[src/rtl/riscv_pkg.sv]
// rtl/riscv_pkg.sv - shared bus width, arbiter state encoding and timeout fill data
package riscv_pkg;

  localparam int BUS_WIDTH = 32;

  typedef enum logic [1:0] {
    IDLE   = 2'd0,
    IF_ACC = 2'd1,
    LS_ACC = 2'd2
  } arb_state_t;

  localparam logic [31:0] TIMEOUT_DATA = 32'hDEAD_BEEF;

endpackage

[src/rtl/arb_starve_cnt.sv]
// rtl/arb_starve_cnt.sv - saturating count of LS grants taken while fetch waits
module arb_starve_cnt #(
  parameter int LIMIT = 4
) (
  input  logic clk,
  input  logic reset,
  input  logic inc,
  input  logic clr,
  output logic at_limit
);

  localparam int W = $clog2(LIMIT + 1);

  logic [W-1:0] cnt;

  always_ff @(posedge clk) begin
    if (!reset || clr) begin
      cnt <= '0;
    end else if (inc && !at_limit) begin
      cnt <= cnt + 1'b1;
    end
  end

  assign at_limit = (cnt >= W'(LIMIT));

endmodule

[src/rtl/mem_port_arbiter.sv]
// rtl/mem_port_arbiter.sv - fetch vs load/store arbiter for one single-ported memory
// Optional watchdog on stalled accesses enabled by defining MEM_TIMEOUT_EN.
module mem_port_arbiter
  import riscv_pkg::*;
#(
  parameter int BUS_WIDTH      = riscv_pkg::BUS_WIDTH,
  parameter int STARVE_LIMIT   = 4,
  parameter int TIMEOUT_CYCLES = 64
) (
  input  logic                 clk,
  input  logic                 reset,
  input  logic                 if_req,
  input  logic [BUS_WIDTH-1:0] if_addr,
  output logic                 if_gnt,
  output logic                 if_rvalid,
  output logic [BUS_WIDTH-1:0] if_rdata,
  input  logic                 ls_re,
  input  logic                 ls_wr,
  input  logic [BUS_WIDTH-1:0] ls_addr,
  input  logic [BUS_WIDTH-1:0] ls_wdata,
  output logic                 ls_gnt,
  output logic                 ls_rvalid,
  output logic [BUS_WIDTH-1:0] ls_rdata,
  output logic                 mem_req,
  output logic                 mem_we,
  output logic [BUS_WIDTH-1:0] mem_addr,
  output logic [BUS_WIDTH-1:0] mem_wdata,
  input  logic                 mem_ready,
  input  logic [BUS_WIDTH-1:0] mem_rdata,
  output logic                 busy,
  output logic                 err
);

  arb_state_t state, state_next;

  logic ls_req;
  logic starve_hit;
  logic starve_inc;
  logic starve_clr;
  logic timeout;
  logic done;
  logic [BUS_WIDTH-1:0] rdata_in;

  assign ls_req = ls_re | ls_wr;

  arb_starve_cnt #(
    .LIMIT (STARVE_LIMIT)
  ) u_starve (
    .clk      (clk),
    .reset    (reset),
    .inc      (starve_inc),
    .clr      (starve_clr),
    .at_limit (starve_hit)
  );

  assign starve_inc = ls_gnt & if_req;
  assign starve_clr = if_gnt | ((state == IDLE) & ~if_req);

`ifdef MEM_TIMEOUT_EN
  localparam int WDW = $clog2(TIMEOUT_CYCLES + 1);

  logic [WDW-1:0] wd_cnt;

  // Counter is held at zero in IDLE, so every access starts from a fresh count.
  always_ff @(posedge clk) begin
    if (!reset || state == IDLE) begin
      wd_cnt <= '0;
    end else if (!mem_ready) begin
      wd_cnt <= wd_cnt + 1'b1;
    end
  end

  assign timeout = (state != IDLE) && !mem_ready && (wd_cnt == WDW'(TIMEOUT_CYCLES - 1));
`else
  logic unused_timeout_cfg;
  assign unused_timeout_cfg = ^TIMEOUT_CYCLES;
  assign timeout = 1'b0;
`endif

  assign done     = mem_ready | timeout;
  assign rdata_in = timeout ? BUS_WIDTH'(TIMEOUT_DATA) : mem_rdata;

  always_ff @(posedge clk) begin
    if (!reset) begin
      state <= IDLE;
    end else begin
      state <= state_next;
    end
  end

  always_comb begin
    state_next = state;
    if_gnt     = 1'b0;
    ls_gnt     = 1'b0;
    err        = 1'b0;
    case (state)
      IDLE: begin
        if (ls_req && (!if_req || !starve_hit)) begin
          ls_gnt     = 1'b1;
          err        = ls_re & ls_wr;
          state_next = LS_ACC;
        end else if (if_req) begin
          if_gnt     = 1'b1;
          state_next = IF_ACC;
        end
      end
      IF_ACC, LS_ACC: begin
        if (done) begin
          err        = timeout;
          state_next = IDLE;
        end
      end
      default: state_next = IDLE;
    endcase
    // Grants are Mealy outputs; keep them quiet while reset is held.
    if (!reset) begin
      if_gnt = 1'b0;
      ls_gnt = 1'b0;
      err    = 1'b0;
    end
  end

  assign busy    = (state != IDLE);
  assign mem_req = busy;

  always_ff @(posedge clk) begin
    if (!reset) begin
      mem_we    <= 1'b0;
      mem_addr  <= '0;
      mem_wdata <= '0;
      if_rvalid <= 1'b0;
      ls_rvalid <= 1'b0;
      if_rdata  <= '0;
      ls_rdata  <= '0;
    end else begin
      if_rvalid <= 1'b0;
      ls_rvalid <= 1'b0;
      if (if_gnt) begin
        mem_we    <= 1'b0;
        mem_addr  <= if_addr;
        mem_wdata <= '0;
      end
      if (ls_gnt) begin
        mem_we    <= ls_wr;
        mem_addr  <= ls_addr;
        mem_wdata <= ls_wdata;
      end
      if (state == IF_ACC && done) begin
        if_rdata  <= rdata_in;
        if_rvalid <= 1'b1;
      end
      // Stores complete with rvalid but leave the last load data in place.
      if (state == LS_ACC && done) begin
        if (!mem_we) begin
          ls_rdata <= rdata_in;
        end
        ls_rvalid <= 1'b1;
      end
    end
  end

endmodule

[config.mk]
export PLATFORM = sky130hd
export DESIGN_NAME = mem_port_arbiter
export DESIGN_NICKNAME = d
export VERILOG_FILES = /design/src/rtl/riscv_pkg.sv /design/src/rtl/arb_starve_cnt.sv /design/src/rtl/mem_port_arbiter.sv
export SDC_FILE = /design/constraint.sdc
export NUM_CORES = 1
export LEC_CHECK = 0
export CORE_MARGIN = 1.5
export CORE_UTILIZATION = 40
export DETAILED_ROUTE_END_ITERATION = 7
export PLACE_DENSITY = 0.8
export SLEW_MARGIN = 20
export SYNTH_ARGS = -nofsm -noshare
export SYNTH_HDL_FRONTEND = slang
export SYNTH_SLANG_ARGS = --single-unit
[constraint.sdc]
create_clock -name clk -period 2.9 [get_ports clk]
set_input_delay 0.87 -clock clk [delete_from_list [all_inputs] [get_ports clk]]
set_output_delay 0.87 -clock clk [all_outputs]
set_load 0.05 [all_outputs]
==> run metrics <==
status=finished clean; peak supply drop=367 uV; top cells by area, synth=dfxtp_1 (51%), nand2_1 (9.3%), a21oi_1 (6.3%); simple-gate area share of the yosys netlist=around 20%; xor/xnor cell area share of the yosys netlist=0%; number of synthesized flops with an enable pin=0; highest net fanout along the worst path=3; Slew HR=about a quarter; setup repair after global routing missed its margin=false; DIE HEIGHT=between 100 and 150 um; Final Critical Period=2.86 ns; Max-Cap Viols=0; Non-Filler Instances=roughly 1000; multi-input logic area=2340 um^2; Hold-fix buffers, CTS=0; Worst-path clk slew=roughly 0.050 ns; Syn Inst Count=between 500 and 600; share of cells above drive strength 1=roughly 8.7%; setup slack at placement=-0.0254 ns; Core Region=roughly 13000 um^2; Vias/cell=5.27; number of setup buffers added after CTS=0; DRT iter0 DRCs=between 400 and 500; ys async rst share=0%; combinational family with the most area after synthesis=compound AO/OA/AOI/OAI gates; DRC Markers=0; diodes inserted=0; via count=5400; Critical-path top delay cell=clkdlybuf4s50_1; Slew @ Worst Pin=around 1.1 ns; worst setup margin=between 0.04 and 0.05 ns; vias in the first global route=5188; clock buffer depth=2; Area Growth Syn to Fin=65.7%; Leak=roughly 3.1 nW; max frequency=between 300 and 400 MHz; worst skew pair latency=0.41 ns; largest area contributor in the netlist=dfxtp_1; mux contribution to synthesized area=0.424%; IO buf count=roughly 270; htree depth=4; worst hold path type=flop to flop; Netlist cell types=34; Pre-antenna DRT Iters=4; sequential-to-total area share from yosys stat=about half; fill cell count=941; Synth Area in Adders=1.18%; Root Driver=clkbuf_16; die width=roughly 120 um; CP peak stage delay=0.44 ns; Compound-Gate Fraction of Synth Area=22.2%; PwrDens=660 nW/um^2; Setup TNS Final=0 ns; clock sinks=approximately 140; largest net degree at the start of global routing=102; CTS Buf Count=17; Final Core Density=~69%; Final Cycle Share=~100%; Final HPWL DP=11.6 mm; routability cong.=between 0.8 and 0.9; endpoints failing setup=0; CP Launch Type=input port; CTS tree=yes; WL/cell=16.5 um; antenna violations before repair=0; total power=5.81 mW; placed cells=between 900 and 1000; synthesized area=between 5000 and 6000 um^2; initial core utilization=a little over two fifths; Overflow after GRT=0; nets=~980; syn_nets=730; Tot GR Track Use=23.6%; Synth top area share=between 50% and 60%; Final Hold Vio Count=0; first-pass GRT wire length=around 26 mm; ys flop type=dfxtp_1; Cell Chain, Critical Path=clkdlybuf4s50_1 -> o2bb2ai_2 -> nor3_4 -> and3_4 -> buf_12; aggregate routed wire length=around 17 mm; critical path capture point type=output port; max-slew violations=0; Post-DRT Antenna Nets=0; Register Area=between 2000 and 3000 um^2; clock skew=approximately 0.007 ns; crit path DAT=between 1.5 and 2 ns; CP Data Required Time=roughly 2.0 ns; number of core rows=around 40; syn_area_per_cell=8.99 um^2; # IOs=270; critical path class=input port to output port; Yosys warnings=0; number of synthesized register bits=roughly 140; full die area=about 14000 um^2
-- metal layers --
| layer | wire (um) | track usage (%) | vias to the layer above |
|---|---|---|---|
| met5 | 0 | 0 | - |
| met4 | 323 | 8.46 | 0 |
| met3 | 1390 | 6.76 | 23 |
| met2 | 8410 | 40.8 | 251 |
| met1 | 6750 | 27.7 | 2530 |
| li1 | - | - | 2596 |
-- through the flow --
step	hold WS, ns	instance area, um^2
after global routing	0.477	8800
after floorplan	0.449	5320
after global placement	0.441	8190
final	0.450	8800
after detailed placement	0.448	8190
after CTS	0.456	8800
-- what timing repair did --
action | in CTS | in global routing
setup endpoints to repair | 1 | 1
endpoints found under the hold margin | 0 | 0
resized for setup | 2 | 2
pin swaps | 0 | 1
-- cells by family after synthesis --
kind of cell / Yosys count
AO/OA/AOI/OAI: 170
buffers and inverters: 64
AND/OR/NAND/NOR: 214
multiplexers: 2
flip-flops: 136
adder cells (fa/ha/maj): 5
-- flip-flops by register name, indices dropped and copies added, names as in the netlist --
register and count:
ls_rdata 32, u_starve.cnt 3, mem_addr 32, state 2, if_rvalid 1, mem_we 1
mem_wdata 32, ls_rvalid 1, if_rdata 32
-- placed cells by master (no fill, tap or decap), types with 2 or more instances in the layout --
master / instances
a21oi_1: 67
a22o_1: 33
a311oi_1: 22
a311oi_2: 10
buf_12: 6
buf_4: 17
bufinv_16: 3
clkbuf_16: 17
clkbuf_8: 3
clkdlybuf4s50_1: 261
clkinv_2: 4
clkinvlp_4: 3
dfxtp_1: 136
dlygate4sd2_1: 2
ha_1: 5
inv_1: 4
mux2_2: 2
nand2_1: 131
nor2_1: 4
nor3_1: 33
nor3b_1: 2
o21a_1: 2
o21ai_0: 33
or3b_1: 32
-- power breakdown --
part / total [mW] / switching [mW] / internal [mW] / leakage (nW)
clock network: 2.23 / 0.805 / 1.42 / 0.295
registers: 2.10 / 0.0825 / 2.01 / 1.11
logic: 1.49 / 0.909 / 0.582 / 1.68
-- cell usage after synthesis (2+ instances only) --
cell,number
o21ai_0,33
or3b_1,32
a311oi_1,22
clkbuf_1,44
and3_1,2
mux2_2,2
nand2_1,131
o21a_1,2
nor2_1,5
dfxtp_1,136
inv_1,5
nor3_1,33
nor3b_1,2
buf_2,7
ha_1,5
a22o_1,33
buf_4,2
a21oi_1,67
a311oi_2,10
buf_1,2
buf_6,3
-- worst max-delay path, delay by kind of cell --
family	cells	cell delay (ns)
AOI/OAI and AO/OA	1	0.16
buffers and inverters	2	0.57
and+or+nand+nor	2	0.37
-- path summary, 6_finish.rpt --
kind                      from      endpoint  slack [ns]  cells after the start
setup / recovery        if_req           err        0.04                      5
setup reg to reg      state[0]  mem_wdata[5]        0.84                      7
hold reg to reg   if_rdata[19]  if_rdata[19]        0.45                      2
hold / removal    if_rdata[19]  if_rdata[19]        0.45                      2
-- area by class of cell --
class / instances / share of cell area [%]
Clock buffer: 21 / 5.34
Clock inverter: 11 / 1.65
Inverter: 6 / 0.270
Multi-Input combinational cell: 391 / 26.5
Sequential cell: 136 / 30.9
Tap cell: 172 / 2.44
Timing Repair Buffer: 287 / 32.8
No activity file was read; power rests on OpenSTA's default activity.
